`config.mk`:
```
export PLATFORM = sky130hd
export DESIGN_NAME = tone_osc
export DESIGN_NICKNAME = d
export VERILOG_FILES = /design/src/rtl/tone_osc.sv
export SDC_FILE = /design/constraint.sdc
export NUM_CORES = 1
export LEC_CHECK = 0
export CAP_MARGIN = 20
export CORE_ASPECT_RATIO = 2
export CORE_UTILIZATION = 30
export CTS_CLUSTER_SIZE = 28
export DETAILED_ROUTE_END_ITERATION = 10
export DONT_BUFFER_PORTS = 1
export PLACE_DENSITY_LB_ADDON = 0.15
export SYNTH_ARGS = -nofsm -noshare
export SYNTH_HDL_FRONTEND = slang
export SYNTH_SLANG_ARGS = --single-unit
```
`constraint.sdc`:
```
create_clock -name clk -period 3.9 [get_ports clk]
set_input_delay 0.39 -clock clk [delete_from_list [all_inputs] [get_ports clk]]
set_output_delay 0.39 -clock clk [all_outputs]
set_load 0.01 [all_outputs]
```
`src/rtl/tone_osc.sv`:
```
// tone_osc: divider-driven square/sawtooth/triangle oscillator with wrap-aligned retuning
module tone_osc #(
  parameter int DIV_W    = 19,
  parameter int SAMPLE_W = 8
) (
  input  logic                clk,
  input  logic                rst,
  input  logic                en,
  input  logic [DIV_W-1:0]    divider,
  input  logic [1:0]          wave_sel,
  output logic [SAMPLE_W-1:0] sample,
  output logic                period_tick
);
  localparam int STEP_W = DIV_W - SAMPLE_W;
  localparam logic [SAMPLE_W-1:0] MID = {1'b1, {(SAMPLE_W-1){1'b0}}};
  typedef enum logic {IDLE, RUN} state_t;
  state_t              state_q, state_d;
  logic [DIV_W-1:0]    div_q, div_d;
  logic [STEP_W-1:0]   step_q, sub_q, sub_d;
  logic [SAMPLE_W-1:0] ramp_q, ramp_d, sample_q, sample_d, shape;
  logic                tick_q, tick_d, stepping, wrap, new_silent;
  assign step_q = STEP_W'(div_q >> SAMPLE_W);
  assign new_silent = (divider >> SAMPLE_W) == '0;
  always_comb begin
    stepping = sub_q == step_q - 1'b1;
    wrap = stepping && ramp_q == '1;
    state_d = state_q;
    div_d = div_q;
    sub_d = '0;
    ramp_d = '0;
    tick_d = 1'b0;
    if (state_q == IDLE) begin
      div_d = divider;
      state_d = (en && !new_silent) ? RUN : IDLE;
    end else if (!en) begin
      state_d = IDLE;
    end else begin
      sub_d = stepping ? '0 : sub_q + 1'b1;
      ramp_d = ramp_q + SAMPLE_W'(stepping);
      tick_d = wrap;
      // retune only at the period boundary so the waveform never glitches
      if (wrap) begin
        div_d = divider;
        state_d = new_silent ? IDLE : RUN;
      end
    end
    shape = wave_sel == 2'b00 ? (ramp_d[SAMPLE_W-1] ? '0 : '1) :
            wave_sel == 2'b01 ? ramp_d :
            wave_sel == 2'b10 ? (ramp_d[SAMPLE_W-1] ? {~ramp_d[SAMPLE_W-2:0], 1'b0}
                                                    : {ramp_d[SAMPLE_W-2:0], 1'b0}) :
            MID;
    sample_d = state_d == RUN ? shape : MID;
  end
  always_ff @(posedge clk) begin
    if (rst) begin
      state_q  <= IDLE;
      div_q    <= '0;
      sub_q    <= '0;
      ramp_q   <= '0;
      sample_q <= MID;
      tick_q   <= 1'b0;
    end else begin
      state_q  <= state_d;
      div_q    <= div_d;
      sub_q    <= sub_d;
      ramp_q   <= ramp_d;
      sample_q <= sample_d;
      tick_q   <= tick_d;
    end
  end
  assign sample = sample_q;
  assign period_tick = tick_q;
endmodule
```
# After elaboration in Yosys (flattened, before gate mapping)
# Index checks and enable logic that the tools add are counted.
totals:
  wordCells: 43
  input_bits: 24
  regBits: 48
classes:
  add_sub_neg: 3
  mux: 15
  n_eq_ne: 6
  n_bitwise: 4
  reduce_logical: 9
op_table:
  columns: ["cell", "count"]
  rows:
  - ["19-bit two-way mux", 3]
  - ["8-bit two-way mux", 7]
  - ["19-bit zero test", 1]
  - ["11-bit by 1-bit adder with 11-bit output (second input constant)", 1]
  - ["11-bit equality test", 1]
  - ["11-bit by 1-bit subtractor with 11-bit output (second input constant)", 1]
  - ["8-bit by 1-bit adder with 8-bit output", 1]
  - ["8-bit equality test (second input constant)", 1]
  - ["7-bit NOT", 1]
  - ["1-bit two-way mux", 5]
  - ["4-bit OR reduction", 1]
  - ["1-bit NOT", 3]
  - ["3-bit OR reduction", 1]
  - ["2-bit by 1-bit equality test with 1-bit output (second input constant)", 1]
  - ["2-bit equality test (second input constant)", 1]
  - ["1-bit logical AND", 2]
  - ["2-bit zero test", 1]
  - ["2-bit by 1-bit != test with 1-bit output (second input constant)", 1]
  - ["2-bit != test (second input constant)", 1]
  - ["2-bit AND reduction", 1]
  - ["2-bit OR reduction", 1]
  - ["1-bit zero test", 1]

# Longest topological paths before layout
# Gate-level depths: netlist of the first run.
depth:
  depth_word: 10
  mapped_depth: 16
  ltp_nobuf: 16

# Least setup slack after synthesis of the first run
# No wires, ideal clock.
synth_timing:
  path_type: "reg-to-reg"
  start: "reg div_q[8]"
  end: "reg sample_q[3] (netlist: sample[3])"
  slack_ns: 0.370
  period_less_slack_ns: 3.530
  stages_incl_launch_ff: 17
  t_arrival_ns: 3.415
  setup_time_ns: 0.115
  cell_sequence: "dfxtp_1 -> inv_1 -> ha_1 -> o21ba_1 -> a221oi_2 -> a41oi_1 -> or4_4 -> or2_2 -> inv_1 -> ha_1 -> nand3_1 -> or3_1 -> a21o_1 -> clkbuf_1 -> mux2i_1 -> o22ai_1 -> and2_1"
synth_between:
  elab_chain_cells: 10
synth_rtl:
  columns: ["item", "line", "source"]
  rows:
  - ["from (decl)", "18", "logic [DIV_W-1:0] div_q, div_d;"]
  - ["from (signal assigned)", "64", "div_q <= div_d;"]
  - ["11-bit by 1-bit subtractor with 11-bit output *", "25", "stepping = sub_q == step_q - 1'b1;"]
  - ["11-bit equality test *", "25", null]
  - ["8-bit by 1-bit adder with 8-bit output", "39", "ramp_d = ramp_q + SAMPLE_W'(stepping);"]
  - ["8-bit two-way mux", "35", "end else if (!en) begin"]
  - ["8-bit two-way mux", "32", "if (state_q == IDLE) begin"]
  - ["7-bit NOT", "49", "wave_sel == 2'b10 ? (ramp_d[SAMPLE_W-1] ? {~ramp_d[SAMPLE_W-2:0], 1'b0}"]
  - ["8-bit two-way mux (2 in a row)", "49", null]
  - ["8-bit two-way mux", "48", "wave_sel == 2'b01 ? ramp_d :"]
  - ["8-bit two-way mux", "47", "shape = wave_sel == 2'b00 ? (ramp_d[SAMPLE_W-1] ? '0 : '1) :"]
  - ["to (signal assigned)", "67", "sample_q <= sample_d;"]
  - ["to (decl)", "20", "logic [SAMPLE_W-1:0] ramp_q, ramp_d, sample_q, sample_d, shape;"]
# Every way passes the cells marked *; elsewhere a longest branch is shown, timed or not.
# A chain may end at the register's enable or synchronous reset.

# Final worst setup path of the first run
layout_timing:
  start: "reg div_q[9]"
  end: "reg sample_q[6] (netlist: sample[6])"
# Same word-level chain as after synthesis.

==> impl_metrics.tcl, run 1 <==
set metrics [dict create \
    status "finished clean" \
    cts-root-buf "clkbuf_16" \
    multi_input_area_um2 1314 \
    top_usage_layer "met2" \
    ff2ff_setup_slack_ns 0.23 \
    mostFrequentLayoutCells "40 x dfxtp_1, 25 x nor2_1, 23 x nand2b_1" \
    fillCellCount 766 \
    p_switching_uw 215.4 \
    drc 0 \
    gp_congestion 0.7359 \
    path_cells "inv_1, ha_1, o21ba_1, a221oi_2, a41oi_1, or4_4, or2_2, inv_1, ha_1, nand3_1, or3_1, a211oi_1, buf_4, mux2i_1, o22ai_1, and2_1" \
    dieHeight_um 122.5 \
    yosys.area.top_type "dfxtp_1" \
    synth_top_cells_by_area "dfxtp_1 37%, mux2i_1 9.6%, xor2_1 7.6%" \
    grt_pass1_wl_mm 8.638 \
    slew_viol_final 0 \
    final.setup.tns_ns 0 \
    clock-sinks 40 \
    die_area_um2 7631 \
    worstMarginPinSlew_ns 0.7252 \
    syn2layout_area_growth_pct 13.20 \
    placementRows 43 \
    core-area_um2 6994 \
    fin_nets 283 \
    holdBufCountCts 0 \
    hold_path_end "ramp_q[5]$_SDFF_PP0_" \
    p_int_uw 718.5 \
    worst-setup-path-type "register to register" \
    power_leakage_uw 0.0009074 \
    use_met2 0.3091 \
    cp_top_family "simple AND/OR/NAND/NOR gates" \
    synth_top_area_frac 0.3674 \
    ys_seq_elements 40 \
    relSlewSlack 0.5133 \
    drive_gt1_frac 0.08203 \
    period_share 0.9421 \
    hold_violations 0 \
    synth-edff-count 0 \
    setup_viol 0 \
    endpoint_kind "register" \
    peakVddDrop_mv 0.1449 \
    reg2reg_from "div_q[9]$_SDFFE_PP0P_" \
    syn_area_um2 2180 \
    max_stage_delay_ns 0.57 \
    synth_seq_area_share 0.3674 \
    vias 1708 \
    crit_buf_inv 3 \
    syn_nets 277 \
    p_clk_frac 0.449 \
    hold_class "input pin to register" \
    clock_skew_ns 0.002533 \
    cts_buffers 5 \
    h-tree-depth 2 \
    port_buffers 0 \
    globalRouteMet1Util 0.1305 \
    critPathMaxFanout 5 \
    cts.clk_slew.worst_paths_ns 0.06 \
    yosys_warnings 0 \
    first_global_vias 1826 \
    antenna_found_initial 0 \
    synthFlopType "dfxtp_1" \
    wl_per_cell_um 15.05 \
    holdPathStages 1 \
    swShare 0.2307 \
    synthArstFlopShare 0 \
    grt_max_degree 32 \
    clockBufferDepth 2 \
    cp-start-kind "register" \
    start_util 0.3116 \
    rsz0062_at_grt "false" \
    yosys.cell_types.count 39 \
    powerDensity_nw_per_um2 378.5 \
    overflow 0 \
    finalWirelength_mm 5.209 \
    worstHoldStart "rst" \
    required_ns 4.13 \
    hpwl_mm 3.935 \
    cts_tree "done" \
    gr-usage-met3 0.02602 \
    drt-initial-drc-count 41 \
    vias_per_cell 4.936 \
    max_cap_violations 0 \
    ios 33 \
    arrival_ns 3.90 \
    avgSynthCellArea_um2 8.753 \
    layout.cells.most_common "dfxtp_1" \
    combPwrFrac 0.089 \
    report.power.total_uw 933.9 \
    final.min_clock_period_ns 3.674 \
    reg2reg_depth 16 \
    dr.pass1.iters 4 \
    postRouteAntennaNets 0 \
    cts_setup_buffers 0 \
    seqCellArea_um2 800.8 \
    clk_latency_ns 0.28 \
    rr_endpoint "sample[6]$_SDFF_PP0_" \
    power_frac_seq 0.463 \
    grt_use_total 0.1485 \
    crit_slowest_cell "or4_4" \
    chipWidth_um 62.27 \
    n_antenna_cell 0 \
    synthCells 249 \
    fmax_mhz 272.2 \
]
-- worst max path at each step --
stage                                from                   end  slack [ns]  cells after the start
floorplan           div_q[8]$_SDFFE_PP0P_  sample[3]$_SDFF_PP0_        0.37                     16
global placement    div_q[9]$_SDFFE_PP0P_  sample[6]$_SDFF_PP0_        0.16                     16
detailed placement  div_q[9]$_SDFFE_PP0P_  sample[6]$_SDFF_PP0_        0.16                     16
CTS                 div_q[9]$_SDFFE_PP0P_  sample[6]$_SDFF_PP0_        0.14                     16
global route        div_q[9]$_SDFFE_PP0P_  sample[3]$_SDFF_PP0_        0.01                     16
finish              div_q[9]$_SDFFE_PP0P_  sample[6]$_SDFF_PP0_        0.23                     16
-- cell type report --
cell class | instances | share of cell area
clock buffers | 8 | 0.05933
inverters | 5 | 0.007606
multi-input cells | 193 | 0.5325
flip-flops and latches | 40 | 0.3245
well taps | 90 | 0.04564
repair buffers | 10 | 0.03043
-- cell usage after synthesis (all sizes together) (7+ instances only) --
cell    count
dfxtp      40
nor2       25
nand2b     23
mux2i      21
xor2       19
nand3      12
nor3       10
xnor2       9
clkbuf      8
nand2       8
and2        7
o21ai       7
-- metal layers --
layer  part of all wire  vias up
li1                   -      881
met1               0.36      800
met2               0.59       20
met3              0.024        7
met4              0.018        0
met5                  0        -
-- per-stage QoR --
step	instance area (um2)	util	hold slack (ns)	cells	worst slack, ns
floorplan	2180	-	0.4637	249	0.3704
global placement	2317	0.3313	0.4647	338	0.1641
detailed placement	2317	0.3313	0.4660	338	0.1643
CTS	2464	0.3522	0.1642	346	0.1413
global route	2467	0.3528	0.1660	346	0.01347
finish	2467	0.3528	0.1749	346	0.2259
-- kinds of logic after synthesis --
logic type | count (synthesis) | share of synthesized area
AO/OA/AOI/OAI | 30 | 0.09758
XOR/XNOR | 28 | 0.1125
adder cells (fa/ha/maj) | 4 | 0.02296
buffers and inverters | 16 | 0.03157
flip-flops | 40 | 0.3674
multiplexers | 21 | 0.09644
AND/OR/NAND/NOR | 110 | 0.2715
-- registers in the layout, summed over array words and instances, names as in the netlist --
name,cells
state_q,1
ramp_q,8
sample,8
div_q,11
sub_q,11
period_tick,1
-- power groups by stage --
stage	sequential [uW]	clock [uW]	combinational, uW
after detailed placement	442	0	84.0
after CTS	433	433	84.4
after global placement	442	0	83.2
after global routing	434	442	92.6
final	432	419	82.7
after floorplan	439	0	71.0
-- what timing repair did --
item                       4_1_cts  5_1_grt
resized for setup                0        1
hold endpoints to repair         0        0
setup endpoints to repair        0        2
No activity file was read; power rests on OpenSTA's default activity.
==> run 2: changes to the inputs <==
Settings changed: CELL_PAD_IN_SITES_DETAIL_PLACEMENT set to 1, CELL_PAD_IN_SITES_GLOBAL_PLACEMENT set to 2, CORE_UTILIZATION 30 to 38.
==> run 2 against run 1 <==
Global-route usage up 5.2 points. Combinational power up 12%. Clock-buffer cell count down 2. Critical path type unchanged. Critical path depth up 1. Largest power group unchanged.
==> impl_metrics.tcl, run 2 (synthesis results as in run 1) <==
set metrics [dict create \
    status "finished clean" \
    gp_congestion 0.7219 \
    instances_no_fill 320 \
    cp-start-kind "register" \
    max_cap_violations 0 \
    powerDensity_nw_per_um2 326.6 \
    cts-root-buf "clkbuf_8" \
    relSlewSlack 0.5198 \
    die_area_um2 6061 \
    overflow 0 \
    report.power.total_uw 789.5 \
    period_share 0.9365 \
    hold_class "input pin to register" \
    crit_path_end "sample[6]$_SDFF_PP0_" \
    mostFrequentLayoutCells "40 x dfxtp_1, 25 x nor2_1, 23 x nand2b_1" \
    final.setup.tns_ns 0 \
    dpl_cell_area_um2 2317 \
    setup_viol 0 \
    hold_ws_ns 0.1515 \
    worstMarginPinSlew_ns 0.7155 \
    required_ns 4.10 \
    postRouteAntennaNets 0 \
    ios 33 \
    rr_endpoint "sample[6]$_SDFF_PP0_" \
    start_util 0.3986 \
    reg.largest.list "div_q: 11 flops, sub_q: 11 flops" \
    finalWirelength_mm 5.561 \
    wl_per_cell_um 17.38 \
    critPathMaxFanout 5 \
    clock_skew_ns 0.009802 \
    vias 1794 \
    final.min_clock_period_ns 3.653 \
    endpoint_kind "register" \
    post_cts_resized 0 \
    hold_violations 0 \
    arrival_ns 3.85 \
    peakVddDrop_mv 0.2648 \
    slew_viol_final 0 \
    holdBufCountCts 0 \
    crit_start "div_q[9]$_SDFFE_PP0P_" \
    antenna_found_initial 0 \
    grt_max_degree 32 \
    port_buffers 0 \
    cts_tree "done" \
    ff2ff_setup_slack_ns 0.25 \
    fin_nets 288 \
    drc 0 \
    first_global_vias 1949 \
    grt_pass1_wl_mm 9.225 \
    n_antenna_cell 0 \
    layout.cells.most_common "dfxtp_1" \
    drt-initial-drc-count 30 \
    worst-setup-path-type "register to register" \
    clockBufferDepth 2 \
    cts.clk_slew.worst_paths_ns 0.08 \
    hpwl_mm 4.366 \
    clock-sinks 40 \
    syn2layout_area_growth_pct 10.91 \
    drive_gt1_frac 0.1154 \
    reg2reg_depth 17 \
    cts_buffers 5 \
    dieHeight_um 109.1 \
    dr.pass1.iters 4 \
    core-area_um2 5468 \
    fmax_mhz 273.8 \
    rsz0062_at_grt "false" \
    clk_latency_ns 0.30 \
    h-tree-depth 2 \
    chipWidth_um 55.55 \
    dp.cells 313 \
    grt_use_total 0.2007 \
    reg2reg_from "div_q[9]$_SDFFE_PP0P_" \
    cts_setup_buffers 0 \
    power_leakage_uw 0.0009032 \
    fin_area_um2 2417 \
    placementRows 38 \
    vias_per_cell 5.606 \
]
[run 2: through the flow]
step / setup WS, ns / utilization
after global placement: 0.1720 / 0.4238
final: 0.2475 / 0.4421
after floorplan: 0.3704 / -
after CTS: 0.1370 / 0.4380
after global routing: 0.01017 / 0.4421
after detailed placement: 0.1800 / 0.4238
[run 2: worst min-delay path by stage]
stage                                   to  depth (start not counted)              startpoint  slack, ns
floorplan           div_q[18]$_SDFFE_PP0P_                          2  div_q[18]$_SDFFE_PP0P_       0.46
global placement      ramp_q[5]$_SDFF_PP0_                          1                     rst       0.46
detailed placement    ramp_q[5]$_SDFF_PP0_                          1                     rst       0.47
CTS                   ramp_q[5]$_SDFF_PP0_                          1                     rst       0.14
global route          ramp_q[5]$_SDFF_PP0_                          1                     rst       0.14
finish                ramp_q[5]$_SDFF_PP0_                          1                     rst       0.15
[run 2: power by group]
group	switching, uW	total, uW	leakage (uW)	internal (uW)
registers	11.3	431	0.000326	419
clock network	145	266	0.0000410	122
logic	45.0	92.6	0.000536	47.7
total	201	790	0.000903	589
[run 2: metal layers]
metal	share of wire	global-route usage	vias to the layer above
li1	-	-	885
met1	0.33	0.1650	886
met2	0.63	0.4389	15
met3	0.017	0.03559	8
met4	0.021	0.08214	0
met5	0	0	-
[run 2: cell type report]
cell class                 instances  area, um2
inverter                           5      18.77
timing repair buffer              15      112.6
sequential                        40      800.8
fill                             671       3050
multi-input combinational        193       1333
clock buffer                       6      72.57
clock inverter                     1      5.005
tap                               60      75.07
[run 2: worst max-delay path, cell delays in order (launching register included)]
cell and delay [ns]:
dfxtp_1 0.34, inv_1 0.05, ha_2 0.20, o21ba_1 0.18
a221oi_2 0.25, a41oi_1 0.07, or4_4 0.55, or2_2 0.30
inv_1 0.06, ha_1 0.17, nand3_1 0.14, buf_4 0.17
or3_1 0.30, a21oi_1 0.16, buf_4 0.16, mux2i_1 0.17
o22ai_1 0.10, and2_1 0.16
==> run 3: changes to the inputs <==
Settings changed: CAP_MARGIN 20 to not set.
Clock period 3.9 ns to 3.5 ns, I/O delays scaled along.
==> run 3 against run 2 <==
Non-clock buffer count up 11. Setup slack worse by 0.091 ns. First-iteration DRC count up 3.3%. Sequential cell count unchanged. Via count up 3.3%. Fmax up 9.2%. Power up 16%. Die area unchanged. Sequential power up 11%.
==> impl_metrics.tcl, run 3 (synthesis results as in run 1) <==
set metrics [dict create \
    wl_per_cell_um 17.27 \
    fin_nets 299 \
    overflow 0 \
    combPwrFrac 0.126 \
    clock_skew_ns 0.004856 \
    peakVddDrop_mv 0.3350 \
    relSlewSlack 0.5052 \
    setup_ws_ns 0.1564 \
    grt_pass1_wl_mm 9.246 \
    holdPathStages 1 \
    max_cap_violations 0 \
    p_clk_frac 0.352 \
    syn2layout_area_growth_pct 18.89 \
    vias_per_cell 5.581 \
    port_buffers 0 \
    vias 1853 \
    worstMarginPinSlew_ns 0.7404 \
    antenna_found_initial 0 \
    drc 0 \
    clk_latency_ns 0.30 \
    drive_gt1_frac 0.1949 \
    swShare 0.2477 \
    arrival_ns 3.55 \
    first_global_vias 1990 \
    rsz0062_at_grt "false" \
    power_leakage_uw 0.0009639 \
    layout.cells.most_common "dfxtp_1" \
    cts.clk_slew.worst_paths_ns 0.08 \
    hold_violations 0 \
    hpwl_mm 4.466 \
    finalWirelength_mm 5.733 \
    ff2ff_setup_slack_ns 0.16 \
    instances_no_fill 332 \
    postRouteAntennaNets 0 \
    hold_class "input pin to register" \
    hold_path_end "ramp_q[5]$_SDFF_PP0_" \
    cts-root-buf "clkbuf_8" \
    mostFrequentLayoutCells "40 x dfxtp_1, 26 x buf_4, 24 x nor2_1" \
    powerDensity_nw_per_um2 353.7 \
    die_area_um2 6061 \
    setup_viol 0 \
    reg2reg_from "div_q[8]$_SDFFE_PP0P_" \
    reg2reg_depth 18 \
    worst-setup-path-type "register to register" \
    p_switching_uw 227.1 \
    power_frac_seq 0.523 \
    dieHeight_um 109.1 \
    clock-sinks 40 \
    final.min_clock_period_ns 3.344 \
    hold_ws_ns 0.1114 \
    grt_max_degree 32 \
    fmax_mhz 299.1 \
    chipWidth_um 55.55 \
    cts_tree "done" \
    dp.cells 324 \
    placementRows 38 \
    n_antenna_cell 0 \
    cp-start-kind "register" \
    slew_viol_final 0 \
    reg.largest.list "div_q: 11 flops, sub_q: 11 flops" \
    grt_use_total 0.2050 \
    postLayoutCoreUtil 0.4739 \
    critPathMaxFanout 5 \
    drt-initial-drc-count 31 \
    status "finished clean" \
    required_ns 3.70 \
    cts_buffers 5 \
    ios 33 \
    p_int_uw 689.4 \
    period_share 0.9553 \
    worstHoldStart "rst" \
    gp_congestion 0.7508 \
    h-tree-depth 2 \
    endpoint_kind "register" \
    clockBufferDepth 2 \
    start_util 0.3986 \
    core-area_um2 5468 \
    place_ws_ns -0.2050 \
    cts_setup_buffers 0 \
    rr_endpoint "sample[5]$_SDFF_PP0_" \
    dr.pass1.iters 3 \
]
## run 3: worst max-delay path by stage
stage                                       from                   end  slack [ns]
final                      div_q[8]$_SDFFE_PP0P_  sample[5]$_SDFF_PP0_        0.16
after global routing      div_q[15]$_SDFFE_PP0P_  sample[6]$_SDFF_PP0_       0.008
after CTS                  div_q[9]$_SDFFE_PP0P_  sample[6]$_SDFF_PP0_        0.01
after detailed placement   div_q[9]$_SDFFE_PP0P_  sample[6]$_SDFF_PP0_       -0.21
after global placement     div_q[9]$_SDFFE_PP0P_  sample[6]$_SDFF_PP0_       -0.13
after floorplan            div_q[8]$_SDFFE_PP0P_  sample[3]$_SDFF_PP0_        0.01
## run 3: timing repair
item                       CTS  global route
gates resized for setup     13            10
pin swaps                    4             8
setup endpoints to repair    8             8
hold buffers                 0             0
## run 3: routing by layer
metal	global-route usage	vias to the layer above	routed length, um
met4	0.1071	0	151
met5	0	-	0
met3	0.02966	7	89
met2	0.4527	14	3640
li1	-	913	-
met1	0.1593	919	1852
## run 3: worst max-delay path, stage by stage (launching register included)
cell and delay, ns:
dfxtp_1 0.31, inv_1 0.09, ha_4 0.17, or4b_4 0.49, a211o_1 0.24, a21oi_1 0.14, o21ai_1 0.12, or2_4 0.27
inv_2 0.06, ha_4 0.14, nand3_4 0.08, buf_4 0.16, o21ai_1 0.17, a21oi_2 0.08, buf_4 0.18, buf_4 0.14
mux2i_1 0.13, o22ai_1 0.11, and2_1 0.16
## run 3: power groups by stage
stage          Combinational, uW  Clock [uW]  Sequential [uW]
3_5_place_dp                 110           0              489
5_1_grt                      127         344              481
6_report                     115         322              479
3_3_place_gp                 108           0              489
4_1_cts                      117         339              479
2_1_floorplan               79.1           0              489
## run 3: area by class of cell
class                           count  area, um2
Multi-Input combinational cell    193       1411
Inverter                            5      18.77
Clock buffer                        8      90.09
Fill cell                         655       2877
Tap cell                           60      75.07
Timing Repair Buffer               26      195.2
Sequential cell                    40      800.8
## run 3: metrics by stage
| step | TNS (ns) | power [uW] | area (um2) |
|---|---|---|---|
| after CTS | 0 | 935.3 | 2561 |
| after floorplan | 0 | 568.1 | 2186 |
| final | 0 | 916.5 | 2591 |
| after global placement | -0.5351 | 596.5 | 2405 |
| after detailed placement | -1.197 | 599.8 | 2405 |
| after global routing | 0 | 951.6 | 2591 |
